==> src/rtl/uart_rx_cfg.sv <==
// uart_rx_cfg: UART receiver with configurable width, stop bits and divisor, runtime parity select, error flags and a one-deep valid/ready output buffer.
module uart_rx_cfg #(
  parameter int DATA_WIDTH   = 8,
  parameter int CLKS_PER_BIT = 5208,
  parameter int STOP_BITS    = 1
) (
  input  logic                  clk,
  input  logic                  rst_n,
  input  logic                  rx,
  input  logic [1:0]            parity_mode,
  output logic [DATA_WIDTH-1:0] rx_data,
  output logic                  rx_valid,
  input  logic                  rx_ready,
  output logic                  parity_err,
  output logic                  frame_err,
  output logic                  break_det,
  output logic                  overrun,
  input  logic                  ovr_clr,
  output logic                  busy
);
  localparam int CW = $clog2(CLKS_PER_BIT);
  localparam int BW = $clog2(DATA_WIDTH + 1);
  typedef enum logic [2:0] {IDLE, START, DATA, PARITY, STOP, BRK_WAIT} state_t;
  state_t state, state_n;
  logic meta, rx_s;
  logic [CW-1:0] cnt;
  logic [BW-1:0] bit_cnt;
  logic [DATA_WIDTH-1:0] sh;
  logic [1:0] mode;
  logic par_en, tick, last_data, done, par_bad, par_one, stop_zero, stop_one, frame_bad, brk;
  assign par_en    = mode == 2'b01 || mode == 2'b10;
  // start bit is sampled at mid-bit, every later bit one full period after the previous sample
  assign tick      = state == START ? cnt == CW'(CLKS_PER_BIT / 2 - 1) : cnt == CW'(CLKS_PER_BIT - 1);
  assign last_data = bit_cnt == BW'(DATA_WIDTH - 1);
  assign done      = state == STOP && tick && bit_cnt == BW'(STOP_BITS - 1);
  assign frame_bad = stop_zero | ~rx_s;
  assign brk       = sh == '0 && !par_one && !stop_one && !rx_s;
  always_ff @(posedge clk)
    state <= !rst_n ? IDLE : state_n;
  always_comb begin
    state_n = state;
    case (state)
      IDLE:     if (!rx_s) state_n = START;
      START:    if (tick) state_n = rx_s ? IDLE : DATA;
      DATA:     if (tick && last_data) state_n = par_en ? PARITY : STOP;
      PARITY:   if (tick) state_n = STOP;
      STOP:     if (done) state_n = rx_s ? IDLE : BRK_WAIT;
      BRK_WAIT: if (rx_s) state_n = IDLE;
      default:  state_n = IDLE;
    endcase
  end
  always_comb busy = state != IDLE;
  always_ff @(posedge clk) begin
    if (!rst_n) begin
      meta      <= 1'b1;
      rx_s      <= 1'b1;
      cnt       <= '0;
      bit_cnt   <= '0;
      sh        <= '0;
      mode      <= '0;
      par_bad   <= 1'b0;
      par_one   <= 1'b0;
      stop_zero <= 1'b0;
      stop_one  <= 1'b0;
    end else begin
      {rx_s, meta} <= {meta, rx};
      cnt     <= (state_n != state || tick) ? '0 : cnt + 1'b1;
      bit_cnt <= state_n != state ? '0 : bit_cnt + BW'(tick && (state == DATA || state == STOP));
      if (state == START && tick) mode <= parity_mode;
      if (state == DATA && tick) sh <= {rx_s, sh[DATA_WIDTH-1:1]};
      if (state == START) {par_bad, par_one, stop_zero, stop_one} <= '0;
      if (state == PARITY && tick) begin
        par_bad <= ^sh ^ rx_s ^ mode[1];
        par_one <= rx_s;
      end
      if (state == STOP && tick) begin
        stop_zero <= stop_zero | ~rx_s;
        stop_one  <= stop_one | rx_s;
      end
    end
  end
  always_ff @(posedge clk) begin
    if (!rst_n) begin
      rx_data    <= '0;
      rx_valid   <= 1'b0;
      parity_err <= 1'b0;
      frame_err  <= 1'b0;
      break_det  <= 1'b0;
      overrun    <= 1'b0;
    end else begin
      if (done && (!rx_valid || rx_ready)) begin
        rx_data    <= sh;
        rx_valid   <= 1'b1;
        parity_err <= par_bad;
        frame_err  <= frame_bad;
        break_det  <= brk;
      end else if (rx_ready) rx_valid <= 1'b0;
      overrun <= (done && rx_valid && !rx_ready) | (overrun & ~ovr_clr);
    end
  end
endmodule
==> config.mk <==
export PLATFORM = sky130hd
export DESIGN_NAME = uart_rx_cfg
export DESIGN_NICKNAME = d
export VERILOG_FILES = /design/src/rtl/uart_rx_cfg.sv
export SDC_FILE = /design/constraint.sdc
export NUM_CORES = 1
export LEC_CHECK = 0
export ABC_AREA = 1
export CAP_MARGIN = 20
export CORE_UTILIZATION = 50
export DETAILED_ROUTE_END_ITERATION = 6
export GPL_ROUTABILITY_DRIVEN = 0
export GPL_TIMING_DRIVEN = 0
export HOLD_SLACK_MARGIN = 0.1
export PLACE_DENSITY_LB_ADDON = 0.08
export SYNTH_ARGS = -nofsm -noshare
export SYNTH_HDL_FRONTEND = slang
export SYNTH_SLANG_ARGS = --single-unit
==> constraint.sdc <==
create_clock -name clk -period 3.55 [get_ports clk]
set_input_delay 1.065 -clock clk [delete_from_list [all_inputs] [get_ports clk]]
set_output_delay 1.065 -clock clk [all_outputs]
set_load 0.02 [all_outputs]
=== Word level (Yosys, flattened, before mapping) ===
Cells that the tools add are included.

* Flip-flop bits (word level): 49
* Bits of input ports: 7
* Output and inout port bits: 14

* $add $sub $neg: 2
* Equality and inequality tests: 11
* Mux-type cells: 18
* Bitwise operators: 9
* Reduce and logical (&&, ||, !) cells: 32

{| class="wikitable"
|+ Operators with widths
! kind !! count
|-
| $mux 3 || 8
|-
| $pmux 3 s6 || 1
|-
| $add 13x1->13 const B || 1
|-
| $eq 13x12->1 const B || 1
|-
| $eq 13x13->1 const B || 1
|-
| $logic_and 1x1->1 || 13
|-
| $logic_not 8->1 || 1
|-
| $mux 1 || 8
|-
| $reduce_xor 8->1 || 1
|-
| $eq 3x2->1 const B || 2
|-
| $eq 3x3->1 const B || 2
|-
| $reduce_bool 2->1 || 3
|-
| $logic_not 1->1 || 5
|-
| $add 4x1->4 || 1
|-
| $eq 4x3->1 const B || 1
|-
| $logic_not 4->1 || 1
|-
| $logic_or 1x1->1 || 4
|-
| $reduce_or 2->1 || 2
|-
| $eq 3x1->1 const B || 1
|-
| $logic_not 3->1 || 1
|-
| $ne 3x3->1 || 1
|-
| $not 1->1 || 3
|-
| $or 1x1->1 || 3
|-
| $reduce_bool 3->1 || 1
|-
| 5 further kinds || 6
|}

=== Longest topological paths before layout ===
* Depth in word-level cells: 9
* Gate-level depth with buffers: 15

=== Worst setup path before layout ===
No wires, ideal clock.

* Path kind: register to register
* From: register state[2]
* To: register break_det
* Setup time: 0.117 ns
* Arrival: 1.746 ns
* Data required time: 3.433 ns
* Path slack: 1.687 ns
* Stages on the path, launching flop included: 14
* Cell sequence: dfxtp_1 inv_2 nand2_2 nor2_4 nand3_2 nand2_4 inv_1 nor2_2 nand3_1 nor2_1 inv_2 buf_2 a21oi_1 nor2_1

* Longest elaborated chain between the ends: 5

{| class="wikitable"
|+ RTL lines
! what !! line !! text
|-
| start: declaration || 24 || <nowiki>state_t state, state_n;</nowiki>
|-
| start signal: assignment || 39 || <nowiki>state <= !rst_n ? IDLE : state_n;</nowiki>
|-
| $eq 3x1->1 || 33 || <nowiki>assign tick = state == START ? cnt == CW'(CLKS_PER_BIT / 2 - 1) : cnt == CW'(CLKS_PER_BIT - 1);</nowiki>
|-
| $mux 1 || 33 ||
|-
| $logic_and 1x1->1 * (2 in a row) || 35 || <nowiki>assign done = state == STOP && tick && bit_cnt == BW'(STOP_BITS - 1);</nowiki>
|-
| $logic_and 1x1->1 * || 91 || <nowiki>if (done && (!rx_valid || rx_ready)) begin</nowiki>
|-
| end signal: assignment || 96 || <nowiki>break_det <= brk;</nowiki>
|-
| end: declaration || 16 || <nowiki>output logic break_det,</nowiki>
|}

Mark *: on every way between the ends. The rest lies on a longest branch, timed or not.
A chain may end at the register's enable or synchronous reset.

=== Worst setup path in the final report ===
* From: register state[2]
* To: output port busy

* Longest elaborated chain between the ends: 1

{| class="wikitable"
|+ RTL lines
! what !! line !! text
|-
| $reduce_bool 3->1 || 52 || <nowiki>always_comb busy = state != IDLE;</nowiki>
|-
| end: declaration || 19 || <nowiki>output logic busy</nowiki>
|}

Every way passes these cells.

==> results.md <==
- PortBufs: 20
- Number of remaining DRC errors: 0
- Post-route cell area: between 2000 and 3000 sq um
- Clk_lat worst skew: ~0.30 ns
- Fillers: 442
- # IOs: 21
- Compound-Gate Fraction of Synth Area: 0.1084
- Worst Path Required: roughly 2.5 ns
- Critical path startpoint category: register
- VDD IR max: slightly below 0.2 mV
- Library cells used by synthesis: 34
- Slew headroom: 0.6651
- DRT iter0 DRCs: 90
- Mapped Area: roughly 2500 sq um
- Final core utilization: 0.6055
- Post-synthesis simple-gate area fraction: 0.3054
- Via-per-instance ratio: ~4.9
- Pleak: roughly 1.1 nW
- Fin. Hold Viols: 0
- RSZ-0062 raised after global routing: no
- Setup TNS: 0 ns
- Most common cell after layout, fill and taps aside: nand2_1
- Syn. warnings: 0
- Mapped Avg Cell Area: 7.369 sq um
- CP Class: reg -> out
- Synth top area share: 0.3881
- Initial Utilization: 0.5281
- Setup-failing EPs final: 0
- Post-synthesis adder-cell area fraction: 0.03465
- Clock Tree Buf Depth: 2
- Multiplexer area fraction after synthesis: 0
- Layout area overhead: 14.65%
- Clk slew on worst S/H paths: ~0.090 ns
- Die Area: ~5300 sq um
- Multi-input gate area: about 1300 sq um
- Pre-Repair DR Iteration Count: 4
- Crit. End Element: primary output
- R2r worst-path depth: 13
- Seq. cell area: about 980 sq um
- Vias: 2150
- Seq/Total Area, Yosys: 0.3881
- Commonest cells after routing, fill and taps aside: nand2_1 (54), dfxtp_1 (49), inv_1 (48)
- Worst Max-Slew Pin Slew: 0.4977 ns
- Pwr/cell area: 328.8 nW/um^2
- Antenna-violating nets left: 0
- Final WL: ~5000 um
- Status: finished clean
- Arrival @ worst endpoint: 1.66 ns
- Achievable frequency: around 0.37 GHz
- Site row count: 25
- Share of cells above drive strength 1: 0.1267
- Slew Viols, Final: 0
- Vias in the first global route: between 1500 and 2000
- Max Cap Viol: 0
- Initial antenna violation count: 0
- Worst-path fanout max: 7
- Final #Nets: approximately 380
- Period utilization: 0.7677
- CTS H-Tree Depth: 2
- Post-CTS Hold Fix Bufs: 0
- Post-Synth XOR/XNOR Area: 0.06584
- Die Ht: between 70 and 80 um
- Hold depth: 1
- Clock Sinks: 49
- Wire per inst: approximately 12 um
- Largest family of logic cells by synthesized area: simple AND/OR/NAND/NOR gates
- Seq cells post-synth: approximately 50
- Post-Syn Nets: between 300 and 400
- Diode count: 0
- TritonCTS clock tree: yes
- Die X: approximately 73 um
- # resized after CTS: 0
- Clock skew: between 0.005 and 0.006 ns
- HP Class: reg -> reg
- Gr ovfl total: 0
- Core area: between 4000 and 5000 sq um
- Leading area contributor after synthesis: dfxtp_1
- Largest net degree at the start of global routing: 16
- Top cells by area, synth: dfxtp_1 (39%), nand2_1 (8.0%), inv_1 (7.1%)
- Num CTS Buffers: 5
- Mapped Cells: 343
- Global-route wire length before repair: 8666 um
- Minimum clock period: 2.725 ns
- Root Buffer: clkbuf_8
- Setup bufs post-CTS: 0
- Total GRT Usage: 0.2115
- Dpl hpwl: 3833 um
- Dpl cell area: 2811 sq um
## sequential cells by signal, summed over array words and instances (netlist names)
name        cells
par_bad         1
cnt            13
bit_cnt         4
parity_err      1
rx_valid        1
par_one         1
meta            1
stop_one        1
rx_s            1
overrun         1
state           3
stop_zero       1
rx_data         8
mode            2
sh              8
frame_err       1
break_det       1
## layout make-up
type / count / share of cell area
clock inverter: 2 / 0.004750
buffer: 7 / 0.01641
inverter: 53 / 0.06865
clock buffer: 6 / 0.02504
multi-input combinational: 234 / 0.4486
timing repair buffer: 20 / 0.06908
tap: 67 / 0.02893
sequential: 49 / 0.3385
## Yosys cell counts
cell type	number
nor2_1	40
a21oi_1	24
xnor2_1	5
inv_1	48
dfxtp_1	49
a21oi_2	2
nor2_4	1
a31oi_1	1
nor3_1	8
nand2_2	4
nand3_2	3
nand3b_1	1
xor2_1	14
buf_1	1
ha_1	7
nand2b_1	1
nor4_1	1
nor3_4	1
or2_2	2
inv_2	4
and3_2	2
nand2_4	1
nor2_2	13
buf_6	1
nand4_1	9
o21ai_0	23
buf_2	3
a211oi_1	2
clkbuf_1	1
clkbuf_8	1
clkinv_1	1
nand3_4	2
nand2_1	54
nand3_1	13
## report_power, final
| part | total (mW) | leakage [nW] | switching (mW) | internal [mW] |
|---|---|---|---|---|
| clock | 0.329 | 0.0456 | 0.188 | 0.141 |
| combinational | 0.0662 | 0.672 | 0.0406 | 0.0256 |
| sequential | 0.558 | 0.396 | 0.00343 | 0.554 |
| total | 0.953 | 1.11 | 0.232 | 0.720 |
## worst paths after layout
path / startpoint / slack (ns) / end
worst max-delay path: state[2] / 0.82 / busy
worst min-delay path: meta / 0.42 / rx_s
worst max register to register: state[2] / 1.26 / break_det
worst min register to register: meta / 0.42 / rx_s
## layer usage
| metal | up-vias | global-route usage | share of wire |
|---|---|---|---|
| li1 | 1147 | - | - |
| met1 | 962 | 0.3072 | 0.51 |
| met2 | 36 | 0.3138 | 0.44 |
| met3 | 5 | 0.03867 | 0.036 |
| met4 | 0 | 0.07190 | 0.011 |
| met5 | - | 0 | 0 |
## logic make-up (layout without fill, tap and decap cells)
logic type,count (synthesis),after routing
and+or+nand+nor,156,156
DFF,49,49
buffers and inverters,60,88
adders and majority gates,7,7
AOI/OAI and AO/OA,52,52
xor gates and xnor gates,19,19
## through the flow
stage                     instances  hold WS [ns]  setup slack, ns  total power, mW
after detailed placement        430        0.4013           0.9976           0.6366
after CTS                       438        0.4230           0.8351           0.9648
after global placement          430        0.3945           0.9994           0.6364
final                           438        0.4184           0.8245           0.9529
after floorplan                 343        0.3925            1.687           0.6165
after global routing            438        0.4270           0.7504           0.9982
## critical path, cell delays in order, from the launching register on
cell             delay (ns)
dfxtp_1                0.46
inv_2                  0.13
nand3_1                0.15
clkdlybuf4s50_1        0.62
Note: power is estimated with default switching activity, not from simulation.
